[src/rtl/enc_1_act.sv]
// Sequential leaky-ReLU over a NUM-element Q8.8 vector, one element per clock.
// Define ENC_1_ACT_CLIP_EN to additionally clip positive results to CLIP_MAX.
module enc_1_act #(
   parameter int                          BITSIZE  = 16,
   parameter int                          NUM      = 6,
   parameter logic signed [BITSIZE-1:0]   CLIP_MAX = 16'sh0600
) (
   input  logic                     clk,
   input  logic                     reset,
   input  logic                     in_valid,
   output logic                     in_ready,
   input  logic [BITSIZE*NUM-1:0]   x,
   output logic [BITSIZE*NUM-1:0]   y,
   output logic                     out_valid,
   input  logic                     out_ready
);

   localparam int IW = (NUM > 1) ? $clog2(NUM) : 1;
   localparam logic [IW-1:0] LAST = IW'(NUM - 1);

   typedef enum logic [1:0] {
      IDLE,
      RUN,
      HOLD
   } state_t;

   state_t                    state;
   logic [IW-1:0]             idx;
   logic signed [BITSIZE-1:0] vec_buf [NUM];

   // Negative inputs are scaled by 1/8 via arithmetic shift (floor rounding).
   function automatic logic signed [BITSIZE-1:0] act(input logic signed [BITSIZE-1:0] v);
      logic signed [BITSIZE-1:0] r;
      if (v[BITSIZE-1]) begin
         r = v >>> 3;
      end else begin
`ifdef ENC_1_ACT_CLIP_EN
         r = (v > CLIP_MAX) ? CLIP_MAX : v;
`else
         r = v;
`endif
      end
      return r;
   endfunction

   always_ff @(posedge clk or posedge reset) begin
      if (reset) begin
         state     <= IDLE;
         idx       <= '0;
         y         <= '0;
         in_ready  <= 1'b1;
         out_valid <= 1'b0;
         for (int unsigned i = 0; i < NUM; i++) begin
            vec_buf[i] <= '0;
         end
      end else begin
         case (state)
            IDLE: begin
               if (in_valid) begin
                  for (int unsigned i = 0; i < NUM; i++) begin
                     vec_buf[i] <= x[BITSIZE*i +: BITSIZE];
                  end
                  idx      <= '0;
                  in_ready <= 1'b0;
                  state    <= RUN;
               end
            end
            RUN: begin
               y[BITSIZE*int'(idx) +: BITSIZE] <= act(vec_buf[idx]);
               // idx saturates at the last element rather than wrapping.
               if (idx == LAST) begin
                  out_valid <= 1'b1;
                  state     <= HOLD;
               end else begin
                  idx <= idx + 1'b1;
               end
            end
            HOLD: begin
               if (out_ready) begin
                  out_valid <= 1'b0;
                  in_ready  <= 1'b1;
                  state     <= IDLE;
               end
            end
            default: begin
               out_valid <= 1'b0;
               in_ready  <= 1'b1;
               state     <= IDLE;
            end
         endcase
      end
   end

endmodule

[config.mk]
export PLATFORM = sky130hd
export DESIGN_NAME = enc_1_act
export DESIGN_NICKNAME = d
export VERILOG_FILES = /design/src/rtl/enc_1_act.sv
export SDC_FILE = /design/constraint.sdc
export NUM_CORES = 1
export LEC_CHECK = 0
export ABC_AREA = 1
export BUFFER_PORTS_ARGS = -buffer_cell sky130_fd_sc_hd__buf_2
export CAP_MARGIN = 0
export CORE_MARGIN = 2
export CORE_UTILIZATION = 56
export DETAILED_ROUTE_END_ITERATION = 8
export GPL_TIMING_DRIVEN = 0
export PLACE_DENSITY = 0.82
export RECOVER_POWER = 25
export SKIP_CTS_REPAIR_TIMING = 1
export SYNTH_ARGS = -nofsm -noshare
export SYNTH_HDL_FRONTEND = slang
export SYNTH_SLANG_ARGS = --single-unit
[constraint.sdc]
create_clock -name clk -period 12.5 [get_ports clk]
set_input_delay 0.625 -clock clk [delete_from_list [all_inputs] [get_ports clk]]
set_output_delay 0.625 -clock clk [all_outputs]
set_load 0.03 [all_outputs]
==> impl_metrics.json <==
{
  "status": "finished, violations left",
  "violations": "max-capacitance violations, max-slew violations",
  "rsz0062_at_grt": "no",
  "clk_latency_ns": 0.45,
  "core_mm2": 0.0157,
  "reg2reg_depth": 12,
  "fin_tns_setup_ns": 0,
  "p_leak_nw": 5.98,
  "path_delay_family": "buffers and inverters",
  "remaining_drc_errors": 0,
  "fin_crit_sh_pct": 25.6,
  "dpl.cell_count": 1519,
  "synth-simple-area-share_pct": 28.0,
  "drtPass1Iterations": 5,
  "num_antenna_cells": 0,
  "dieArea_mm2": 0.0170,
  "dp_hpwl_mm": 17.9,
  "synthMuxAreaShare_pct": 0,
  "start_util_pct": 56.8,
  "routed-via-count": 8229,
  "r2r_end": "y[8]",
  "ys_seq_area_share_pct": 55.8,
  "vias_per_cell": 5.31,
  "clock_sinks": 199,
  "synthesis.area_mm2": 0.00892,
  "fmax_mhz": 313,
  "synth_cell_types": 27,
  "critPathKind": "reg2reg",
  "cts_buffers": 17,
  "min_from": "x[85]",
  "drv_cap": 1,
  "synth_top_area_share_pct": 55.5,
  "htreeDepth": 4,
  "hold_viol": 0,
  "met2_wirelength_mm": 11.3,
  "syn_inst": 1105,
  "worst_pin_slew_ns": 3.70,
  "grt_overflow_total": 0,
  "die_width_um": 130,
  "grt_pass1_wl_mm": 38.7,
  "drive_above_1_share_pct": 21.9,
  "hp-class": "in2reg",
  "finalSetupViolCount": 0,
  "place.gp.congestion": 0.900,
  "grt_start_max_net_pins": 116,
  "wl_mm": 24.5,
  "fin_crit_ns": 3.20,
  "numPortBuffers": 197,
  "power.density_mw_per_mm2": 308,
  "clk_path_buf_depth": 2,
  "cpMaxStageDelayCell": "dfrtp_1",
  "fin_skew_ns": 0.0102,
  "antenna_found_initial": 0,
  "top_layer_used": "met4",
  "worst-path-buf-inv": 7,
  "clkTransAtPathRegs_ns": 0.07,
  "cp_cell_sequence": "inv_2 -> buf_2 -> buf_2 -> ha_1 -> clkbuf_1 -> inv_2 -> nand3_1 -> nor3_4 -> inv_1 -> clkbuf_1 -> nand2_1 -> o21ai_1",
  "ys_dominant_reg_cell": "dfrtp_1",
  "wl_met1_mm": 10.2,
  "fill_cells": 1258,
  "worstPathArrival_ns": 3.52,
  "yosys.area.top_type": "dfrtp_1",
  "rows": 46,
  "ys_top_cells_by_area": "dfrtp_1 56%, nand2_1 19%, o21ai_0 5.2%, inv_1 3.7%, nand3_1 2.8%",
  "ys_warn_count": 0,
  "ant_nets": 0,
  "min_delay_path_depth": 3,
  "grt_usage_pct": 30.0,
  "required_ns": 12.83,
  "drt_iter0_markers": 673,
  "synth_top_family_by_area": "simple AND/OR/NAND/NOR gates",
  "cts_tree": "yes",
  "synth_most_common_cell": "nand2_1",
  "synth-compound-area-share_pct": 7.98,
  "syn-num-nets": 1211,
  "r2r_slack_ns": 9.30,
  "synthAdderAreaFrac_pct": 0.841,
  "endpoint_kind": "register",
  "async_reset_ff_share_pct": 100,
  "syn_area_per_cell_um2": 8.07,
  "cp_max_fo": 11,
  "finalCoreUtilization_pct": 68.9,
  "ios": 198,
  "instances_no_fill": 1551,
  "areaGrowthSynthToFinish_pct": 21.4,
  "synth_edf_count": 0,
  "slew_viol_final": 85,
  "max_stage_delay_ns": 0.52,
  "fin_hold_ws_ns": 0.371,
  "wl_per_cell_um": 15.8,
  "dr_wl_met3_mm": 1.99,
  "critPathLaunch": "idx[0]",
  "die_y_um": 130,
  "finalPower_mw": 3.34,
  "synthXorXnorAreaFrac_pct": 0.0982,
  "synth_common_cells": "456 x nand2_1, 198 x dfrtp_1, 93 x o21ai_0, 88 x inv_1, 50 x nand3_1",
  "worstSetupStartpointType": "register",
  "hold_end": "vec_buf[5]",
  "grt_pass1_vias": 7827,
  "finalNetCount": 1428,
  "relSlewSlack_pct": -148,
  "rr_startpoint": "idx[0]",
  "ir_drop_mv": 0.150,
  "synth_seq_cells": 199,
  "ctsRootBufferMaster": "clkbuf_16"
}
## cells by family after synthesis
group / count (synthesis)
buffers and inverters: 160
AND/OR/NAND/NOR: 601
AO/OA/AOI/OAI: 138
adder cells (fa/ha/maj): 6
flip-flops: 199
XOR/XNOR: 1
## sequential cells by signal (all words and copies together) (netlist names)
register and cells:
vec_buf 96, y 96, idx 3, state 2
in_ready 1, out_valid 1
## where the power goes
part           internal, mW  leakage (nW)  switching, mW  total [mW]
Sequential            0.935          2.55          0.146        1.08
Clock                 0.325         0.301          0.256       0.581
Combinational         0.451          3.13           1.23        1.68
Total                  1.71          5.98           1.63        3.34
## cell type report
type,count,area (um^2),share of cell area [%]
buffer,57,264,2.44
clock buffer,18,439,4.06
clock inverter,14,183,1.69
inverter,103,388,3.58
multi-input combinational,746,3290,30.4
sequential,199,4980,46.0
tap,216,270,2.50
timing repair buffer,198,1010,9.36
## worst min-delay path, stage by stage
cell	delay, ns
buf_2	0.07
nand2_1	0.04
nand2_1	0.04
## layout by cell type (no fill, tap or decap), drive strengths merged
cell,n
bufinv,3
nand3,50
clkinv,2
dfrtp,198
nor2,49
nor4,1
nand2,468
buf,222
ha,6
inv,109
clkinvlp,3
o31ai,1
clkbuf,51
xor2,1
nor3,9
a21oi,10
dfstp,1
o21ai,127
nand4,24
## worst max-delay path by stage
stage              to  slack (ns)  cells after the start
3_3_place_gp    y[93]        4.48                      2
2_1_floorplan  idx[0]        6.45                      1
3_5_place_dp     y[8]        9.42                     12
4_1_cts          y[8]        9.39                     12
5_1_grt         y[36]        8.93                      2
6_report         y[8]        9.30                     12
## through the flow
step | area (um^2) | setup slack (ns)
after detailed placement | 10200 | 9.42
final | 10800 | 9.30
after floorplan | 8920 | 6.45
after global routing | 10800 | 8.93
after CTS | 10800 | 9.39
after global placement | 10200 | 4.48
## metal layers
metal	global-route usage [%]	up-vias
met2	46.5	380
met4	14.3	0
met3	5.21	75
li1	-	3892
met1	41.5	3882
met5	0	-
No activity file was read; power rests on OpenSTA's default activity.
